===== src/rtl/rr_mux_reg.sv =====
// rtl/rr_mux_reg.sv - registered N:1 channel mux with manual or round-robin select
// Optional RRMUX_XFER_CNT_EN adds a saturating 16-bit output handshake counter (xfer_cnt).
module rr_mux_reg #(
   parameter int  WIDTH = 8,
   parameter int  N     = 4,
   localparam int SELW  = (N > 1) ? $clog2(N) : 1
) (
   input  logic                 clk,
   input  logic                 rst_n,
   input  logic                 mode,
   input  logic [SELW-1:0]      sel,
   input  logic [N*WIDTH-1:0]   in_data,
   input  logic [N-1:0]         in_valid,
   output logic [N-1:0]         in_ready,
   output logic [WIDTH-1:0]     out_data,
   output logic                 out_valid,
   input  logic                 out_ready,
   output logic [SELW-1:0]      out_chan
`ifdef RRMUX_XFER_CNT_EN
   ,
   output logic [15:0]          xfer_cnt
`endif
);

   logic [WIDTH-1:0] r_out_data;
   logic             r_out_valid;
   logic [SELW-1:0]  r_out_chan;
   logic [SELW-1:0]  r_ptr;

   logic             w_load;
   logic             w_man_elig;
   logic             w_rr_elig;
   logic [SELW-1:0]  w_rr_cand;
   logic             w_elig;
   logic [SELW-1:0]  w_cand;
   logic             w_grant;
   logic [N-1:0]     w_in_ready;
   logic [WIDTH-1:0] w_sel_data;
   logic [SELW-1:0]  w_ptr_nxt;

   assign w_load = !r_out_valid || out_ready;

   // Manual select: an out-of-range sel matches no channel and so is never eligible.
   always_comb begin
      w_man_elig = 1'b0;
      for (int k = 0; k < N; k++) begin
         if (sel == SELW'(k)) begin
            w_man_elig = in_valid[k];
         end
      end
   end

   // Round-robin search starting at r_ptr, wrapping modulo N.
   always_comb begin
      int j;
      w_rr_elig = 1'b0;
      w_rr_cand = '0;
      for (int i = 0; i < N; i++) begin
         j = int'(r_ptr) + i;
         if (j >= N) begin
            j = j - N;
         end
         if (!w_rr_elig && in_valid[j]) begin
            w_rr_elig = 1'b1;
            w_rr_cand = SELW'(j);
         end
      end
   end

   assign w_elig  = mode ? w_rr_elig : w_man_elig;
   assign w_cand  = mode ? w_rr_cand : sel;
   assign w_grant = rst_n && w_load && w_elig;

   always_comb begin
      w_in_ready = '0;
      w_sel_data = '0;
      for (int k = 0; k < N; k++) begin
         if (w_cand == SELW'(k)) begin
            w_in_ready[k] = w_grant;
            w_sel_data    = in_data[k*WIDTH +: WIDTH];
         end
      end
   end

   assign w_ptr_nxt = (w_cand == SELW'(N-1)) ? '0 : w_cand + 1'b1;

   always_ff @(posedge clk) begin
      if (!rst_n) begin
         r_out_data  <= '0;
         r_out_valid <= 1'b0;
         r_out_chan  <= '0;
         r_ptr       <= '0;
      end else if (w_load) begin
         if (w_grant) begin
            r_out_data  <= w_sel_data;
            r_out_chan  <= w_cand;
            r_out_valid <= 1'b1;
            if (mode) begin
               r_ptr <= w_ptr_nxt;
            end
         end else begin
            r_out_valid <= 1'b0;
         end
      end
   end

`ifdef RRMUX_XFER_CNT_EN
   logic [15:0] r_xfer_cnt;

   always_ff @(posedge clk) begin
      if (!rst_n) begin
         r_xfer_cnt <= '0;
      end else if (r_out_valid && out_ready && (r_xfer_cnt != 16'hFFFF)) begin
         r_xfer_cnt <= r_xfer_cnt + 16'd1;
      end
   end

   assign xfer_cnt = r_xfer_cnt;
`else
`endif

   assign in_ready  = w_in_ready;
   assign out_data  = r_out_data;
   assign out_valid = r_out_valid;
   assign out_chan  = r_out_chan;

endmodule


===== config.mk =====
export PLATFORM = sky130hd
export DESIGN_NAME = rr_mux_reg
export DESIGN_NICKNAME = d
export VERILOG_FILES = /design/src/rtl/rr_mux_reg.sv
export SDC_FILE = /design/constraint.sdc
export NUM_CORES = 1
export LEC_CHECK = 0
export CAP_MARGIN = 20
export CORE_ASPECT_RATIO = 0.5
export CORE_MARGIN = 2
export CORE_UTILIZATION = 36
export DETAILED_ROUTE_END_ITERATION = 12
export PLACE_DENSITY = 0.8
export SYNTH_ARGS = -nofsm -noshare
export SYNTH_HDL_FRONTEND = slang
export SYNTH_SLANG_ARGS = --single-unit

===== constraint.sdc =====
create_clock -name clk -period 2.65 [get_ports clk]
set_input_delay 0.3975 -clock clk [delete_from_list [all_inputs] [get_ports clk]]
set_output_delay 0.3975 -clock clk [all_outputs]
set_load 0.03 [all_outputs]

# Word level (Yosys, flattened, before mapping)
# Cells that the tools add are included.
# W data, S select, Z words.
# word_totals
regBits	13
elab_cells	80
# op_classes
addsub	8
n_lt_le_gt_ge	8
n_eq_ne	6
mux	40
reduce_logical	14
# ops
cell	n
$lt A32 B4 Y1 const B	4
$mux W32	4
$mux W8	4
$mux W1	22
$mux W2	6
$sub A3 B3 Y4 const B	3
$ge A3 B3 Y1 const B	3
$bmux W1 S2	4
$eq A2 B2 Y1 const B	4
$add A2 B2 Y3 const B	2
$logic_and A1 B1 Y1	5
$eq A2 B1 Y1 const B	2
$logic_not A1 Y1	4
$logic_not A2 Y1	2
$sub A2 B3 Y4 const B	1
$add A2 B1 Y3 const B	1
$ge A2 B3 Y1 const B	1
$reduce_and A3 Y1	1
$add A2 B1 Y2 const B	1
$reduce_and A2 Y1	1
$logic_or A1 B1 Y1	1

# Logic depth before layout (Yosys ltp)
# Gate-level depths: netlist (run 1).
# logic_depth
depth_word	21
ltp_mapped	12

# Least setup slack after synthesis (run 1)
# Ideal clock, no wire load.
# synth_path
path_kind	input to output
from	input in_valid[0]
to	output in_ready[3]
arrival_ns	2.325
required_time_ns	2.253
path_slack_ns	-0.072
stages	9
cell_sequence	clkbuf_1 nor3_1 a2111oi_0 o32ai_1 inv_1 ha_1 clkbuf_1 clkbuf_1 and2_1
# synth_via
elab_chain_len	16
# synth_rtl
element	line	source
from (decl)	13	input logic [N-1:0] in_valid,
$bmux W1 S2	63	if (!w_rr_elig && in_valid[j]) begin
$mux W1 (not written as such) (2 in a row)	63	
$mux W1	63	
$logic_not A1 Y1	63	
$logic_and A1 B1 Y1	63	
$mux W1	63	
$logic_not A1 Y1	63	
$logic_and A1 B1 Y1	63	
$mux W1	63	
$logic_not A1 Y1	63	
$logic_and A1 B1 Y1	63	
$mux W2 *	63	
$mux W2 *	71	assign w_cand = mode ? w_rr_cand : sel;
named net w_cand[1]	35	logic [SELW-1:0] w_cand;
$eq A2 B2 Y1 *	78	if (w_cand == SELW'(k)) begin
$mux W1 *	78	
to (decl)	14	output logic [N-1:0] in_ready,
# Mark *: on every way through the listed nets, which the timed path passes. The rest lies on a longest branch. The select of a mux whose other input is x is not followed.

# Worst setup path after layout (run 1)
# layout_path
from	input in_valid[3]
to	output in_ready[3]
# layout_via
elab_chain_len	16
# layout_rtl
element	line
$bmux W1 S2	63
$mux W1 (not written as such) (2 in a row)	63
$mux W1	63
$logic_not A1 Y1	63
$logic_and A1 B1 Y1	63
$mux W1	63
$logic_not A1 Y1	63
$logic_and A1 B1 Y1	63
$mux W1	63
$logic_not A1 Y1	63
$logic_and A1 B1 Y1	63
$mux W2 / $mux W1 (equally long branches)	63
$mux W2 / $mux W1 (equally long branches)	71, 70
$eq A2 B2 Y1 / $logic_and A1 B1 Y1 (equally long branches)	78, 72
$mux W1 *	78
# Every way passes the cells marked *; elsewhere a longest branch is shown, timed or not. The select of a mux whose other input is x is not followed.

==> results of run 1 <==
## cells by family after synthesis
group	after synthesis
buffers and inverters	19
and+or+nand+nor	49
DFF	13
muxes	13
AOI/OAI and AO/OA	40
adders and majority gates	4
## routing by layer
layer,part of all wire [%],wire (um)
met4,1.6,65
met1,40,1600
met3,3.4,137
met2,55,2200
met5,0,0
## cells in the final DEF (no fill, tap or decap), types with 2 or more instances in the layout
master / count
ha_1: 3
clkbuf_8: 3
or4_4: 2
buf_4: 31
mux4_2: 2
o31ai_1: 2
dfxtp_1: 12
o21ai_0: 3
nor3_1: 7
clkbuf_2: 3
mux2i_1: 9
o22ai_1: 2
dlygate4sd2_1: 3
a221oi_1: 8
nand2_1: 13
nor2b_1: 8
clkdlybuf4s50_1: 46
nand2b_1: 4
a21oi_1: 14
or2_2: 2
inv_1: 8
and2_1: 3
## report_power, final
group          leakage [nW]  total [mW]  switching (mW)  internal [mW]
Clock                0.0228       0.184          0.0774          0.106
Sequential            0.108       0.242          0.0170          0.225
Combinational         0.666       0.433           0.210          0.223
Total                 0.797       0.859           0.305          0.554
## worst max-delay path: cells and delay by family
family	cells	cell delay, ns
AND/OR/NAND/NOR	3	0.85
buffers and inverters	3	0.63
AO/OA/AOI/OAI	1	0.34
## layout make-up
cell class | count | area [um2]
tap | 40 | 50.0
sequential | 13 | 264
multi-input combinational | 106 | 820
inverter | 8 | 30.0
timing repair buffer | 84 | 746
fill | 266 | 1020
clock buffer | 4 | 45.0
## metrics by stage
| step | TNS [ns] | power, mW |
|---|---|---|
| 6_report | 0 | 0.859 |
| 5_1_grt | -0.00162 | 0.902 |
| 4_1_cts | 0 | 0.845 |
| 3_5_place_dp | -3.86 | 0.655 |
| 3_3_place_gp | -3.16 | 0.643 |
| 2_1_floorplan | 0 | 0.469 |
## worst min-delay path by stage
stage,endpoint,cells after the start,start
finish,out_data[6],2,out_data[6]
global route,out_data[6],2,out_data[6]
CTS,out_data[6],2,out_data[6]
detailed placement,out_data[6],2,out_data[6]
global placement,out_data[1],2,out_data[1]
floorplan,r_ptr[1],2,rst_n
## timing repair
action                     CTS  global route
pin swaps                    1             2
hold buffers                 0             0
setup endpoints to repair   11            11
setup buffers                1             3
resized for setup           10            15
## registers in the layout (all words and copies together), names as in the netlist
register   count
out_data       8
out_chan       2
r_ptr          2
out_valid      1
==> impl_metrics.env, run 1 <==
export IMPL_seq_area_frac_synth_pct=23.2
export IMPL_syn_to_final_growth_pct=74.3
export IMPL_drv_slew=0
export IMPL_power_density_nw_per_um2=439
export IMPL_synth_edf_count=0
export IMPL_leakage_nw=0.797
export IMPL_die_x_um=82.9
export IMPL_vias=1345
export IMPL_synth_most_common_cell="a21oi_1"
export IMPL_core_region_area_um2=2980
export IMPL_final_area_um2=1950
export IMPL_place_area_um2=1840
export IMPL_r2r_end="out_data[3]"
export IMPL_die_y_um=43.5
export IMPL_clk_path_buf_depth=2
export IMPL_grt_pass1_wl_mm=6.18
export IMPL_root_buffer="clkbuf_8"
export IMPL_drive_gt1_share_pct=27.0
export IMPL_drc=0
export IMPL_fmax_mhz=382
export IMPL_finalWirelength_mm=4.00
export IMPL_routed_via_density=5.27
export IMPL_initialDrtViolationCount=93
export IMPL_setup_violations=0
export IMPL_reg2reg_from="r_ptr[1]"
export IMPL_critPathRequiredTime_ns=2.25
export IMPL_hold_ws_ns=0.456
export IMPL_gr_total_overflow=0
export IMPL_synth_area_um2=1120
export IMPL_crit_start="in_valid[3]"
export IMPL_wl_per_cell_um=15.7
export IMPL_cts_sinks=13
export IMPL_synth_simple_area_share_pct=24.3
export IMPL_fin_worst_skew_ns=0.00297
export IMPL_crit_arrival_ns=2.22
export IMPL_critPathMaxFanout=6
export IMPL_yosys_area_share_adder_pct=4.46
export IMPL_cts_buffers=3
export IMPL_synth_ff_type="dfxtp_1"
export IMPL_syn_inst=138
export IMPL_vdd_ir_drop_max_mv=0.248
export IMPL_synth_top_cells_by_area="dfxtp_1 (23%), mux2i_1 (8.0%), a21oi_1 (6.3%), a221oi_1 (6.3%), nor2b_1 (5.0%)"
export IMPL_worst_slack_ns=0.0337
export IMPL_rr_worst_depth=11
export IMPL_yosys_warnings=0
export IMPL_layout_cells_non_filler=255
export IMPL_cts_htree_levels=1
export IMPL_port_buffers=56
export IMPL_diodes=0
export IMPL_syn_num_nets=184
export IMPL_grt_use_met1_pct=23.6
export IMPL_rrSetupSlack_ns=0.34
export IMPL_cp_cell_sequence="dlygate4sd2_1 > buf_4 > or4_4 > a211oi_4 > nor2_4 > and2_2 > buf_4"
export IMPL_min_path_type="reg2reg"
export IMPL_ant_nets=0
export IMPL_gr_max_usage_layer="met2"
export IMPL_place_detailed_hpwl_mm=2.96
export IMPL_use_met2_pct=45.3
export IMPL_grt_use_total_pct=21.7
export IMPL_status="finished clean"
export IMPL_synth_top_cell_by_area="dfxtp_1"
export IMPL_critPathCaptureType="primary output"
export IMPL_cpPeakStageDelay_ns=0.54
export IMPL_fin_util_pct=65.6
export IMPL_first_pass_iters=4
export IMPL_antenna_found_initial=0
export IMPL_synth_compound_area_share_pct=25.7
export IMPL_synth_seq_cells=13
export IMPL_synth_top_family_by_area="compound AO/OA/AOI/OAI gates"
export IMPL_cts_tree="yes"
export IMPL_finalCriticalPeriod_ns=2.62
export IMPL_place_congestion=0.868
export IMPL_path_class="in2out"
export IMPL_crit_end="in_ready[3]"
export IMPL_hold_viol=0
export IMPL_preCtsSetupSlack_ns=-0.411
export IMPL_grt_max_degree=18
export IMPL_crit_top_cell="buf_4"
export IMPL_synth_xor_area_share_pct=0
export IMPL_fp_row_count=14
export IMPL_dieArea_um2=3600
export IMPL_synth_area_per_cell_um2=8.12
export IMPL_nets=262
export IMPL_start_kind="input port"
export IMPL_synth_common_cells="a21oi_1 (14), dfxtp_1 (13), nand2_1 (13), mux2i_1 (9), nor2b_1 (9)"
export IMPL_start_util_pct=37.6
export IMPL_synth_mux_area_fraction_pct=14.4
export IMPL_pin_count=57
export IMPL_cap_violations=0
export IMPL_dp_cells=247
export IMPL_async_flop_share_pct=0
export IMPL_tightestPinTransition_ns=0.367
export IMPL_cts_clk_slew_worst_paths_ns=0.06
export IMPL_clk_latency_ns=0.25
export IMPL_synth_top_area_share_pct=23.2
export IMPL_synthDistinctLibCells=40
export IMPL_slew_headroom_pct=75.2
export IMPL_grt_use_met3_pct=3.62
export IMPL_grt_pass1_vias=1342
export IMPL_crit_slowest_cell="or4_4"
export IMPL_fin_crit_sh_pct=98.7
Note: power is estimated with default switching activity, not from simulation.
==> run 2, diff against run 1 <==
--- a/config.mk
+++ b/config.mk
@@ -9,8 +9,11 @@
 export CORE_ASPECT_RATIO = 0.5
 export CORE_MARGIN = 2
 export CORE_UTILIZATION = 36
+export CTS_BUF_LIST = sky130_fd_sc_hd__clkbuf_16
 export DETAILED_ROUTE_END_ITERATION = 12
+export GPL_ROUTABILITY_DRIVEN = 0
 export PLACE_DENSITY = 0.8
+export SKIP_CTS_REPAIR_TIMING = 1
 export SYNTH_ARGS = -nofsm -noshare
 export SYNTH_HDL_FRONTEND = slang
 export SYNTH_SLANG_ARGS = --single-unit
==> run 2 against run 1 <==
Hold slack worse by 0.0010 ns. Worst setup slack gained 0.016 ns. Utilization up 2.6 points. Total power grew 12%. Die area unchanged. Critical path depth is 1 lower. Cell count grew 0.39%. Clock-buffer cell count decreased by 1. First-iteration DRC count fell by 51%. Highest routed layer unchanged.
==> impl_metrics.env, run 2 (synthesized netlist as in run 1, its figures left out) <==
export IMPL_gr_total_overflow=0
export IMPL_power_total_mw=0.966
export IMPL_grt_pass1_wl_mm=5.91
export IMPL_drive_gt1_share_pct=26.9
export IMPL_routed_via_density=5.23
export IMPL_status="finished clean"
export IMPL_initialDrtViolationCount=46
export IMPL_antenna_found_initial=0
export IMPL_p_switching_mw=0.313
export IMPL_clkPwrFrac_pct=29.6
export IMPL_cts_clk_slew_worst_paths_ns=0.05
export IMPL_vias=1339
export IMPL_crit_buf_inv=1
export IMPL_crit_arrival_ns=2.20
export IMPL_place_detailed_hpwl_mm=2.96
export IMPL_dieArea_um2=3600
export IMPL_multi_input_area_um2=828
export IMPL_layout_commonest_cell="clkdlybuf4s50_1"
export IMPL_crit_start="r_ptr[0]"
export IMPL_fillers=242
export IMPL_hold_viol=0
export IMPL_swShare_pct=32.4
export IMPL_fin_worst_skew_ns=0.00297
export IMPL_fp_row_count=14
export IMPL_cap_violations=0
export IMPL_core_region_area_um2=2980
export IMPL_crit_family="simple AND/OR/NAND/NOR gates"
export IMPL_drv_slew=0
export IMPL_finalCriticalPeriod_ns=2.60
export IMPL_grt_use_total_pct=20.7
export IMPL_cp_cell_sequence="mux2_4 > or4_4 > a211oi_4 > nor2_4 > and2_2 > buf_4"
export IMPL_cts_sinks=13
export IMPL_grt_max_degree=18
export IMPL_finalWirelength_mm=3.92
export IMPL_fmax_mhz=385
export IMPL_syn_to_final_growth_pct=81.1
export IMPL_path_class="reg2out"
export IMPL_clk_latency_ns=0.24
export IMPL_grt_pass1_vias=1309
export IMPL_cpPeakStageDelay_ns=0.45
export IMPL_cts_buffers=3
export IMPL_layout_common_cells="clkdlybuf4s50_1 (46), buf_4 (32), a21oi_1 (14)"
export IMPL_cts_tree="yes"
export IMPL_reg2reg_from="r_ptr[0]"
export IMPL_crit_slowest_cell="or4_4"
export IMPL_die_y_um=43.5
export IMPL_slew_headroom_pct=74.0
export IMPL_combPwrFrac_pct=45.4
export IMPL_port_buffers=56
export IMPL_leakage_nw=0.866
export IMPL_largest_register_ffs=8
export IMPL_register_area_um2=264
export IMPL_start_kind="register"
export IMPL_tightestPinTransition_ns=0.385
export IMPL_critPathCaptureType="primary output"
export IMPL_fin_crit_sh_pct=98.1
export IMPL_critPathMaxFanout=6
export IMPL_critPathRequiredTime_ns=2.25
export IMPL_setup_violations=0
export IMPL_first_pass_iters=4
export IMPL_clk_path_buf_depth=2
export IMPL_die_x_um=82.9
export IMPL_drc=0
export IMPL_power_density_nw_per_um2=475
export IMPL_seq_power_share_pct=25.1
export IMPL_start_util_pct=37.6
export IMPL_min_path_type="reg2reg"
export IMPL_nets=263
export IMPL_cts_htree_levels=1
export IMPL_pin_count=57
export IMPL_root_buffer="clkbuf_16"
export IMPL_min_from="out_data[6]"
export IMPL_hold_ws_ns=0.455
export IMPL_wl_per_cell_um=15.3
export IMPL_internal_power_mw=0.653
export IMPL_vdd_ir_drop_max_mv=0.314
export IMPL_diodes=0
export IMPL_ant_nets=0
==> run 2: cell count changes in the layout (fill, tap and decap cells not counted), sizes merged <==
cell and delta:
inv +1, buf +1, dlygate4sd2 -3, clkbuf -3
dlymetal6s2s +5
==> run 2: path summary, 6_finish.rpt <==
kind,to,cells past startpoint,slack (ns)
worst min register to register,out_data[6],2,0.45
worst max register to register,out_data[3],11,0.28
worst max-delay path,in_ready[3],6,0.05
worst min-delay path,out_data[6],2,0.45
==> run 2: tightest hold or removal path: cells and delay by family, from the launching register on <==
kind	cells	cell delay (ns)
simple gates	1	0.05
mux	1	0.05
flops	1	0.30
==> run 2: power by group through the flow <==
stage | Clock [mW] | Sequential [mW] | Combinational (mW)
6_report | 0.285 | 0.242 | 0.438
5_1_grt | 0.297 | 0.245 | 0.471
4_1_cts | 0.290 | 0.243 | 0.412
3_5_place_dp | 0 | 0.247 | 0.408
3_3_place_gp | 0 | 0.245 | 0.398
2_1_floorplan | 0 | 0.294 | 0.175
==> run 2: routing by layer <==
layer,GRT usage (%),vias to the layer above,part of all wire (%),routed length (um)
met5,0,-,0,0
met4,5.57,0,2.0,80
met3,3.81,10,3.9,151
met2,42.6,43,54,2130
met1,22.3,624,40,1550
li1,-,662,-,-
==> run 2: layout make-up <==
type / instances / share of cell area [%]
clock buffers: 3 / 3.70
clock inverters: 1 / 0.185
inverters: 8 / 1.48
multi-input cells: 106 / 40.8
flip-flops and latches: 13 / 13.0
well taps: 40 / 2.46
repair buffers: 85 / 38.4
==> run 2: metrics by stage <==
stage / TNS (ns) / setup slack (ns) / area (um2) / std cells / util, %
floorplan: 0 / 0.0759 / 1120 / 138 / -
global placement: -3.16 / -0.354 / 1840 / 247 / 61.9
detailed placement: -3.86 / -0.411 / 1840 / 247 / 61.9
CTS: -2.14 / -0.399 / 1920 / 251 / 64.6
global route: -0.0564 / -0.0381 / 2030 / 256 / 68.2
finish: 0 / 0.0493 / 2030 / 256 / 68.2
==> run 3, diff against run 2 <==
--- a/config.mk
+++ b/config.mk
@@ -5,15 +5,15 @@
 export SDC_FILE = /design/constraint.sdc
 export NUM_CORES = 1
 export LEC_CHECK = 0
-export CAP_MARGIN = 20
 export CORE_ASPECT_RATIO = 0.5
-export CORE_MARGIN = 2
+export CORE_MARGIN = 4
 export CORE_UTILIZATION = 36
 export CTS_BUF_LIST = sky130_fd_sc_hd__clkbuf_16
 export DETAILED_ROUTE_END_ITERATION = 12
 export GPL_ROUTABILITY_DRIVEN = 0
 export PLACE_DENSITY = 0.8
 export SKIP_CTS_REPAIR_TIMING = 1
+export SLEW_MARGIN = 0
 export SYNTH_ARGS = -nofsm -noshare
 export SYNTH_HDL_FRONTEND = slang
 export SYNTH_SLANG_ARGS = --single-unit
==> run 3 against run 2 <==
Fmax is 0.54% higher. Worst setup slack better by 0.014 ns. Via count down 1.4%. Total power is 1.2% lower. Critical path type is now in2out. Highest routed layer unchanged.
==> impl_metrics.env, run 3 (synthesized netlist as in run 1, its figures left out) <==
export IMPL_status="finished clean"
export IMPL_largest_register_ffs=8
export IMPL_critPathMaxFanout=7
export IMPL_drc=0
export IMPL_fmax_mhz=387
export IMPL_critPathCaptureType="primary output"
export IMPL_setup_violations=0
export IMPL_port_buffers=56
export IMPL_vdd_ir_drop_max_mv=0.261
export IMPL_crit_arrival_ns=2.19
export IMPL_cap_violations=0
export IMPL_cts_tree="yes"
export IMPL_vias=1320
export IMPL_start_util_pct=40.3
export IMPL_grt_use_total_pct=18.0
export IMPL_fin_crit_sh_pct=97.6
export IMPL_leakage_nw=0.841
export IMPL_grt_max_degree=18
export IMPL_ant_nets=0
export IMPL_layout_commonest_cell="clkdlybuf4s50_1"
export IMPL_power_density_nw_per_um2=475
export IMPL_path_class="in2out"
export IMPL_finalCriticalPeriod_ns=2.59
export IMPL_cts_sinks=13
export IMPL_preCtsSetupSlack_ns=-0.461
export IMPL_drv_slew=0
export IMPL_fp_row_count=13
export IMPL_routed_via_density=5.26
export IMPL_start_kind="input port"
export IMPL_crit_family="simple AND/OR/NAND/NOR gates"
export IMPL_tightestPinTransition_ns=0.356
export IMPL_drive_gt1_share_pct=27.6
export IMPL_nets=261
export IMPL_cts_buffers=3
export IMPL_cp_cell_sequence="clkbuf_2 > buf_4 > mux2_4 > or4_4 > a211oi_4 > nor2_4 > and2_2 > buf_4"
export IMPL_cts_htree_levels=1
export IMPL_die_y_um=47.5
export IMPL_first_pass_iters=4
export IMPL_final_area_um2=2010
export IMPL_clk_path_buf_depth=2
export IMPL_gr_total_overflow=0
export IMPL_die_x_um=86.9
export IMPL_layout_common_cells="clkdlybuf4s50_1 (46), buf_4 (30), a21oi_1 (14)"
export IMPL_crit_buf_inv=3
export IMPL_antenna_found_initial=0
export IMPL_finalWirelength_mm=3.64
export IMPL_syn_to_final_growth_pct=79.2
export IMPL_slew_headroom_pct=76.0
export IMPL_place_detailed_hpwl_mm=2.88
export IMPL_pin_count=57
export IMPL_clk_latency_ns=0.24
export IMPL_place_area_um2=1860
export IMPL_root_buffer="clkbuf_16"
export IMPL_critPathRequiredTime_ns=2.25
export IMPL_grt_pass1_wl_mm=5.73
export IMPL_crit_top_cell="buf_4"
export IMPL_cpPeakStageDelay_ns=0.44
export IMPL_wl_per_cell_um=14.5
export IMPL_min_path_type="reg2reg"
export IMPL_diodes=0
export IMPL_crit_slowest_cell="or4_4"
export IMPL_cts_clk_slew_worst_paths_ns=0.04
export IMPL_grt_pass1_vias=1277
export IMPL_worst_slack_ns=0.0632
export IMPL_hold_viol=0
export IMPL_dieArea_um2=4130
export IMPL_initialDrtViolationCount=13
export IMPL_fin_worst_skew_ns=0.000987
export IMPL_core_region_area_um2=2780
==> run 3: final timing paths <==
path | start | slack, ns | to | cells past startpoint
worst max-delay path | in_valid[2] | 0.06 | in_ready[3] | 8
worst min-delay path | out_data[5] | 0.45 | out_data[5] | 2
worst max register to register | r_ptr[1] | 0.29 | out_data[3] | 10
worst min register to register | out_data[5] | 0.45 | out_data[5] | 2
==> run 3: tightest hold or removal path: cells and delay by family (launching register included) <==
family           cells  cell delay (ns)
AND/OR/NAND/NOR      1             0.05
flip-flops           1             0.30
multiplexers         1             0.05
==> run 3: power by group <==
group	internal, mW	total, mW	switching [mW]
Sequential	0.226	0.245	0.0197
Combinational	0.228	0.432	0.204
Clock	0.199	0.277	0.0784
==> run 3: cell type report <==
cell class              count  area (um2)
clock buffers               3        75.1
flip-flops and latches     13         268
clock inverters             1        3.75
repair buffers             83         758
fillers                   235         772
well taps                  37        46.3
multi-input cells         106         828
inverters                   8        30.0
==> run 3: metal layers <==
layer  share of wire, %  up-vias  global-route usage, %
met5                  0        -                      0
met4                1.3        0                   6.52
met3                6.8        4                   3.61
met2                 49       39                   36.8
met1                 43      617                   19.3
li1                   -      660                      -
==> run 3: through the flow <==
stage | hold WS (ns) | power, mW | util (%) | cells | setup TNS [ns]
floorplan | 0.529 | 0.469 | - | 138 | 0
global placement | 0.443 | 0.655 | 66.9 | 245 | -3.02
detailed placement | 0.450 | 0.666 | 66.9 | 245 | -4.49
CTS | 0.456 | 0.951 | 69.7 | 249 | -2.37
global route | 0.484 | 1.01 | 72.2 | 251 | -0.0304
finish | 0.454 | 0.954 | 72.2 | 251 | 0
